**config.mk**
```make
export PLATFORM = sky130hd
export DESIGN_NAME = pc_branch_unit_flat
export DESIGN_NICKNAME = d
export VERILOG_FILES = /design/src/rtl/pc_branch_unit_if.sv /design/src/rtl/pc_branch_unit.sv /design/src/flat_wrapper.sv
export SDC_FILE = /design/constraint.sdc
export NUM_CORES = 1
export LEC_CHECK = 0
export CORE_MARGIN = 5
export CORE_UTILIZATION = 54
export CTS_BUF_LIST = sky130_fd_sc_hd__clkbuf_2
export CTS_CLUSTER_SIZE = 24
export DETAILED_ROUTE_END_ITERATION = 7
export PLACE_DENSITY = 0.9
export SLEW_MARGIN = 20
export SYNTH_ARGS = -nofsm -noshare
export SYNTH_HDL_FRONTEND = slang
export SYNTH_SLANG_ARGS = --single-unit
```
**constraint.sdc**
```tcl
create_clock -name CLK -period 6.88 [get_ports CLK]
set_input_delay 1.376 -clock CLK [delete_from_list [all_inputs] [get_ports CLK]]
set_output_delay 1.376 -clock CLK [all_outputs]
set_load 0.005 [all_outputs]
```
**src/rtl/pc_branch_unit_if.sv**
```systemverilog
// Bundle of the PC/branch unit's datapath and handshake signals.
// master = control/datapath side, slave = pc_branch_unit.
interface pc_branch_unit_if;
    logic [15:0] BUS;
    logic [15:0] IR;
    logic [15:0] BASER;
    logic        LD_PC;
    logic [1:0]  PCMUX;
    logic        ADDR1MUX;
    logic [1:0]  ADDR2MUX;
    logic        BR_REQ;
    logic        BEN;
    logic        LD_BEN;
    logic        BR_BUSY;
    logic        BR_DONE;
    logic        BR_TAKEN;
    logic [15:0] PC;
    logic [15:0] ADDR_OUT;

    modport master (
        output BUS, IR, BASER, LD_PC, PCMUX, ADDR1MUX, ADDR2MUX, BR_REQ, BEN,
        input  LD_BEN, BR_BUSY, BR_DONE, BR_TAKEN, PC, ADDR_OUT
    );

    modport slave (
        input  BUS, IR, BASER, LD_PC, PCMUX, ADDR1MUX, ADDR2MUX, BR_REQ, BEN,
        output LD_BEN, BR_BUSY, BR_DONE, BR_TAKEN, PC, ADDR_OUT
    );
endinterface

```
**src/rtl/pc_branch_unit.sv**
```systemverilog
// LC-3 program counter, MARMUX address adder and PCMUX, plus the
// LATCH/EVAL/DONE sequence that resolves a conditional branch via BR_COMP.
module pc_branch_unit #(
    parameter logic [15:0] RESET_PC = 16'h3000
) (
    input logic              CLK,
    input logic              RESET,
    pc_branch_unit_if.slave  br
);
    typedef enum logic [1:0] {IDLE, LATCH, EVAL, DONE} state_t;

    state_t      state;
    logic [15:0] pc;
    logic        taken;

    logic [15:0] addr1;
    logic [15:0] addr2;
    logic [15:0] addr_sum;
    logic [15:0] pc_next_ext;
    logic [15:0] off9;

    assign off9 = {{7{br.IR[8]}}, br.IR[8:0]};

    always_comb begin
        addr1 = br.ADDR1MUX ? br.BASER : pc;
        case (br.ADDR2MUX)
            2'b00:   addr2 = '0;
            2'b01:   addr2 = {{10{br.IR[5]}}, br.IR[5:0]};
            2'b10:   addr2 = off9;
            default: addr2 = {{5{br.IR[10]}}, br.IR[10:0]};
        endcase
        addr_sum = addr1 + addr2;
    end

    always_comb begin
        case (br.PCMUX)
            2'b00:   pc_next_ext = pc + 16'd1;
            2'b01:   pc_next_ext = br.BUS;
            2'b10:   pc_next_ext = addr_sum;
            default: pc_next_ext = pc;
        endcase
    end

    // Loads in IDLE coexist with BR_REQ, so EVAL adds the offset to the freshly loaded PC.
    always_ff @(posedge CLK) begin
        if (RESET) begin
            state <= IDLE;
            pc    <= RESET_PC;
            taken <= 1'b0;
        end else begin
            case (state)
                IDLE: begin
                    if (br.LD_PC)
                        pc <= pc_next_ext;
                    if (br.BR_REQ)
                        state <= LATCH;
                end
                LATCH: state <= EVAL;
                EVAL: begin
                    if (br.BEN)
                        pc <= pc + off9;
                    taken <= br.BEN;
                    state <= DONE;
                end
                default: state <= IDLE;
            endcase
        end
    end

    assign br.LD_BEN   = (state == LATCH);
    assign br.BR_BUSY  = (state != IDLE);
    assign br.BR_DONE  = (state == DONE);
    assign br.BR_TAKEN = taken;
    assign br.PC       = pc;
    assign br.ADDR_OUT = addr_sum;
endmodule

```
**src/flat_wrapper.sv**
```systemverilog
// flat-port wrapper written by rule: the top's interface ports become plain ports
module pc_branch_unit_flat 
#(
    parameter logic [15:0] RESET_PC = 16'h3000
)
  (CLK, RESET, br_BUS, br_IR, br_BASER, br_LD_PC, br_PCMUX, br_ADDR1MUX, br_ADDR2MUX, br_BR_REQ, br_BEN, br_LD_BEN, br_BR_BUSY, br_BR_DONE, br_BR_TAKEN, br_PC, br_ADDR_OUT);
  pc_branch_unit_if br_i ();
  input logic CLK;
  input logic RESET;
  input wire logic [$bits(br_i.BUS)-1:0] br_BUS;
  input wire logic [$bits(br_i.IR)-1:0] br_IR;
  input wire logic [$bits(br_i.BASER)-1:0] br_BASER;
  input wire logic [$bits(br_i.LD_PC)-1:0] br_LD_PC;
  input wire logic [$bits(br_i.PCMUX)-1:0] br_PCMUX;
  input wire logic [$bits(br_i.ADDR1MUX)-1:0] br_ADDR1MUX;
  input wire logic [$bits(br_i.ADDR2MUX)-1:0] br_ADDR2MUX;
  input wire logic [$bits(br_i.BR_REQ)-1:0] br_BR_REQ;
  input wire logic [$bits(br_i.BEN)-1:0] br_BEN;
  output wire logic [$bits(br_i.LD_BEN)-1:0] br_LD_BEN;
  output wire logic [$bits(br_i.BR_BUSY)-1:0] br_BR_BUSY;
  output wire logic [$bits(br_i.BR_DONE)-1:0] br_BR_DONE;
  output wire logic [$bits(br_i.BR_TAKEN)-1:0] br_BR_TAKEN;
  output wire logic [$bits(br_i.PC)-1:0] br_PC;
  output wire logic [$bits(br_i.ADDR_OUT)-1:0] br_ADDR_OUT;
  assign br_i.BUS = br_BUS;
  assign br_i.IR = br_IR;
  assign br_i.BASER = br_BASER;
  assign br_i.LD_PC = br_LD_PC;
  assign br_i.PCMUX = br_PCMUX;
  assign br_i.ADDR1MUX = br_ADDR1MUX;
  assign br_i.ADDR2MUX = br_ADDR2MUX;
  assign br_i.BR_REQ = br_BR_REQ;
  assign br_i.BEN = br_BEN;
  assign br_LD_BEN = br_i.LD_BEN;
  assign br_BR_BUSY = br_i.BR_BUSY;
  assign br_BR_DONE = br_i.BR_DONE;
  assign br_BR_TAKEN = br_i.BR_TAKEN;
  assign br_PC = br_i.PC;
  assign br_ADDR_OUT = br_i.ADDR_OUT;
  pc_branch_unit #(.RESET_PC(RESET_PC)) u_core (.CLK(CLK), .RESET(RESET), .br(br_i));
endmodule
```
==> impl_metrics.env <==
export IMPL_p_leak_nw=1.68
export IMPL_antenna_cells=0
export IMPL_dieArea_sq_mm=0.00769
export IMPL_seq_area_sq_um=380
export IMPL_drcViolationCount=0
export IMPL_max_slew_margin_rel_pct=45.6
export IMPL_hold_path_end="u_core.br.BR_TAKEN"
export IMPL_period_needed_ns=6.32
export IMPL_worst_slew_pin_slew_ns=0.814
export IMPL_h_tree_depth=1
export IMPL_start_util_pct=55.4
export IMPL_die_w_um=87.7
export IMPL_cp_arrival_ns=4.94
export IMPL_syn_nets=544
export IMPL_wirelength_um=10900
export IMPL_place_ws_ns=0.638
export IMPL_ys_seq_area_share_pct=11.7
export IMPL_core_area_sq_mm=0.00589
export IMPL_maxSlewViolCount=0
export IMPL_layout_setup_ws_ns=0.564
export IMPL_grt_pass1_wl_um=17300
export IMPL_cts_buffers=3
export IMPL_grtUsageTotal_pct=27.8
export IMPL_setup_viol=0
export IMPL_clkPwrFrac_pct=5.0
export IMPL_ir_drop_v=0.000169
export IMPL_syn_to_final_growth_pct=28.9
export IMPL_async_flop_share_pct=0
export IMPL_detail_route_iter0_violations=243
export IMPL_cts_buffer_depth=2
export IMPL_synth_seq_cells=19
export IMPL_critPathMaxStageDelay_ns=0.59
export IMPL_crit_top_cell="clkdlybuf4s50_1"
export IMPL_r2r_start="u_core.br.PC[1]"
export IMPL_r2r_end="u_core.br.PC[15]"
export IMPL_grt_overflow_total=0
export IMPL_synth_edff_count=0
export IMPL_worst_path_max_fanout=6
export IMPL_r2r_cells=10
export IMPL_vias=3867
export IMPL_synth_cell_types=64
export IMPL_required_ns=5.50
export IMPL_globalplace_congestion=0.963
export IMPL_drive_gt1_share_pct=7.12
export IMPL_cts_sinks=19
export IMPL_cp_cell_sequence="clkdlybuf4s50_1, nor2_1, buf_4, nor2b_1, ha_1, fa_1, a21oi_1, o211ai_1, o41ai_1, o31ai_1, xor2_1, clkdlybuf4s50_1"
export IMPL_min_delay_start="u_core.br.BR_TAKEN"
export IMPL_insertion_delay_ns=0.33
export IMPL_cpMaxStageDelayCell="o41ai_1"
export IMPL_hold_violations=0
export IMPL_viasPerCell=6.50
export IMPL_rows=28
export IMPL_power_density_mw_per_mm2=249
export IMPL_antenna_left=0
export IMPL_synthCells=446
export IMPL_combinationalPowerShare_pct=74.1
export IMPL_crit_family="compound AO/OA/AOI/OAI gates"
export IMPL_multiInputGateArea_sq_mm=0.00271
export IMPL_hp_class="reg2reg"
export IMPL_cts_hold_buffers_added=0
export IMPL_post_route_period_util_pct=91.8
export IMPL_cp_start_kind="input pin"
export IMPL_cts_tree="done"
export IMPL_postCtsSetupRepairBufs=0
export IMPL_rsz0062_at_grt="no"
export IMPL_nFillCells=487
export IMPL_fmaxAchievable_ghz=0.158
export IMPL_crit_buf_inv=3
export IMPL_seq_power_share_pct=20.8
export IMPL_die_h_um=87.7
export IMPL_reg2reg_slack_ns=3.31
export IMPL_cts_repair_resized=0
export IMPL_status="finished, final reports clean"
export IMPL_path_clk_slew_ns=0.19
export IMPL_setup_tns_final_ns=0
export IMPL_skew_ns=0.00641
export IMPL_grt_pass1_vias=3767
export IMPL_synth_main_ff_cell="dfxtp_1"
export IMPL_numPortBuffers=88
export IMPL_synth_avg_cell_area_sq_um=7.31
export IMPL_fin_nets=619
export IMPL_antenna_found_initial=0
export IMPL_first_pass_iters=6
export IMPL_p_int_mw=0.542
export IMPL_clock_root_buffer="clkbuf_2"
export IMPL_cap_viol_max_count=0
export IMPL_crit_start="br_ADDR2MUX[1]"
export IMPL_wl_per_cell_um=18.3
export IMPL_p_sw_share_pct=48.2
export IMPL_synth_cell_area_sq_mm=0.00326
export IMPL_post_route_util_pct=71.3
export IMPL_dp_hpwl_um=8590
export IMPL_yosysWarnings=0
export IMPL_worst_setup_path_end_kind="output port"
export IMPL_criticalPathCategory="in2out"
export IMPL_whs_path_depth=2
export IMPL_power_net_switching_mw=0.504
export IMPL_grt_max_degree=30
export IMPL_io_pins=94
## worst reg2reg max path, stage by stage (launching register included)
cell	delay [ns]
dfxtp_1	0.56
inv_1	0.18
o21ai_0	0.34
ha_1	0.32
a211oi_1	0.34
o21ai_1	0.23
a311oi_2	0.35
o21ai_0	0.23
or4b_1	0.53
and3_1	0.18
a311oi_1	0.23
## flip-flops by register name (all words and copies together) (netlist names)
name,cells
u_core.br.PC,16
u_core.state,2
u_core.br.BR_TAKEN,1
## placed cells by master (no fill, tap or decap), types with 12 or more instances in the layout
| master | Yosys | final |
|---|---|---|
| mux2_2 | 16 | 16 |
| o21ai_0 | 24 | 24 |
| nand3_1 | 18 | 18 |
| ha_1 | 38 | 38 |
| clkdlybuf4s50_1 | 0 | 88 |
| xnor2_1 | 22 | 22 |
| a211oi_1 | 12 | 12 |
| a21oi_1 | 34 | 34 |
| dfxtp_1 | 19 | 19 |
| nor2_1 | 42 | 42 |
| nand2_1 | 40 | 40 |
| inv_1 | 21 | 21 |
| xor2_1 | 12 | 12 |
| nor3_1 | 14 | 14 |
## per-stage QoR
step           total power, mW  hold WS [ns]  area, sq um  instances
6_report                  1.05         0.495         4200        595
5_1_grt                   1.13         0.540         4200        595
4_1_cts                   1.03         0.490         4200        595
3_5_place_dp             0.978         0.463         4180        591
3_3_place_gp             0.959         0.447         4180        591
2_1_floorplan            0.672         0.453         3260        446
## per-layer routing
metal	routed length (um)	vias up	part of all wire (%)	track usage [%]
met5	0	-	0	0
met4	341	0	3.1	9.07
met3	942	28	8.6	4.05
met2	5220	218	48	49.9
met1	4410	1791	40	33.7
li1	-	1830	-	-
## layout make-up
cell class / instances / area share, %
clock buffer: 4 / 0.477
timing repair buffer: 92 / 21.7
multi-input combinational: 383 / 64.6
inverter: 22 / 1.97
tap: 75 / 2.23
sequential: 19 / 9.06
## power by group through the flow
stage                     Clock, mW  Combinational [mW]  Sequential (mW)
after global placement            0               0.745            0.214
after CTS                    0.0528               0.768            0.214
after global routing         0.0571               0.847            0.222
after floorplan                   0               0.484            0.188
final                        0.0526               0.775            0.218
after detailed placement          0               0.762            0.216
## cells in the mapped netlist (all sizes together), types with 2 or more instances
cell | count | area, sq um
o211ai | 5 | 37.5
inv | 21 | 78.8
o2111ai | 2 | 17.5
clkbuf | 21 | 78.8
nand2b | 2 | 12.5
dfxtp | 19 | 380
a311oi | 3 | 32.5
nor4 | 4 | 25.0
nand3 | 18 | 90.1
a221o | 2 | 20.0
o31ai | 6 | 45.0
fa | 2 | 40.0
or2 | 3 | 18.8
o21ai | 25 | 125
a211oi | 13 | 103
a21o | 8 | 60.1
nor2b | 5 | 31.3
nor2 | 42 | 158
o21bai | 5 | 37.5
a31o | 2 | 17.5
ha | 38 | 475
nor3 | 14 | 70.1
nand4 | 6 | 43.8
a2111oi | 4 | 41.3
xnor2 | 22 | 193
nand2 | 40 | 150
or4 | 2 | 18.8
a31oi | 5 | 31.3
a41o | 2 | 20.0
a22oi | 2 | 15.0
a21oi | 34 | 170
mux2 | 16 | 180
a311o | 2 | 20.0
mux2i | 2 | 20.0
or3 | 8 | 51.3
a221oi | 8 | 70.1
a22o | 2 | 17.5
xor2 | 12 | 105
## cells by family (layout without fill, tap and decap cells)
group / Yosys count / in the layout / share of synthesized area, %
buf+inv: 44 / 118 / 5.11
mux: 18 / 18 / 6.14
flops: 19 / 19 / 11.7
simple gates: 152 / 152 / 22.6
fa+ha+maj: 40 / 40 / 15.8
xor+xnor: 34 / 34 / 9.14
compound gates: 139 / 139 / 29.5
## worst max path at each step
| stage | slack [ns] | end | depth (start not counted) |
|---|---|---|---|
| global route | 0.41 | br_ADDR_OUT[14] | 12 |
| finish | 0.56 | br_ADDR_OUT[14] | 12 |
| global placement | 0.71 | br_ADDR_OUT[14] | 12 |
| floorplan | 1.75 | br_ADDR_OUT[14] | 9 |
| CTS | 0.60 | br_ADDR_OUT[14] | 12 |
| detailed placement | 0.64 | br_ADDR_OUT[14] | 12 |
No activity file was read; power rests on OpenSTA's default activity.
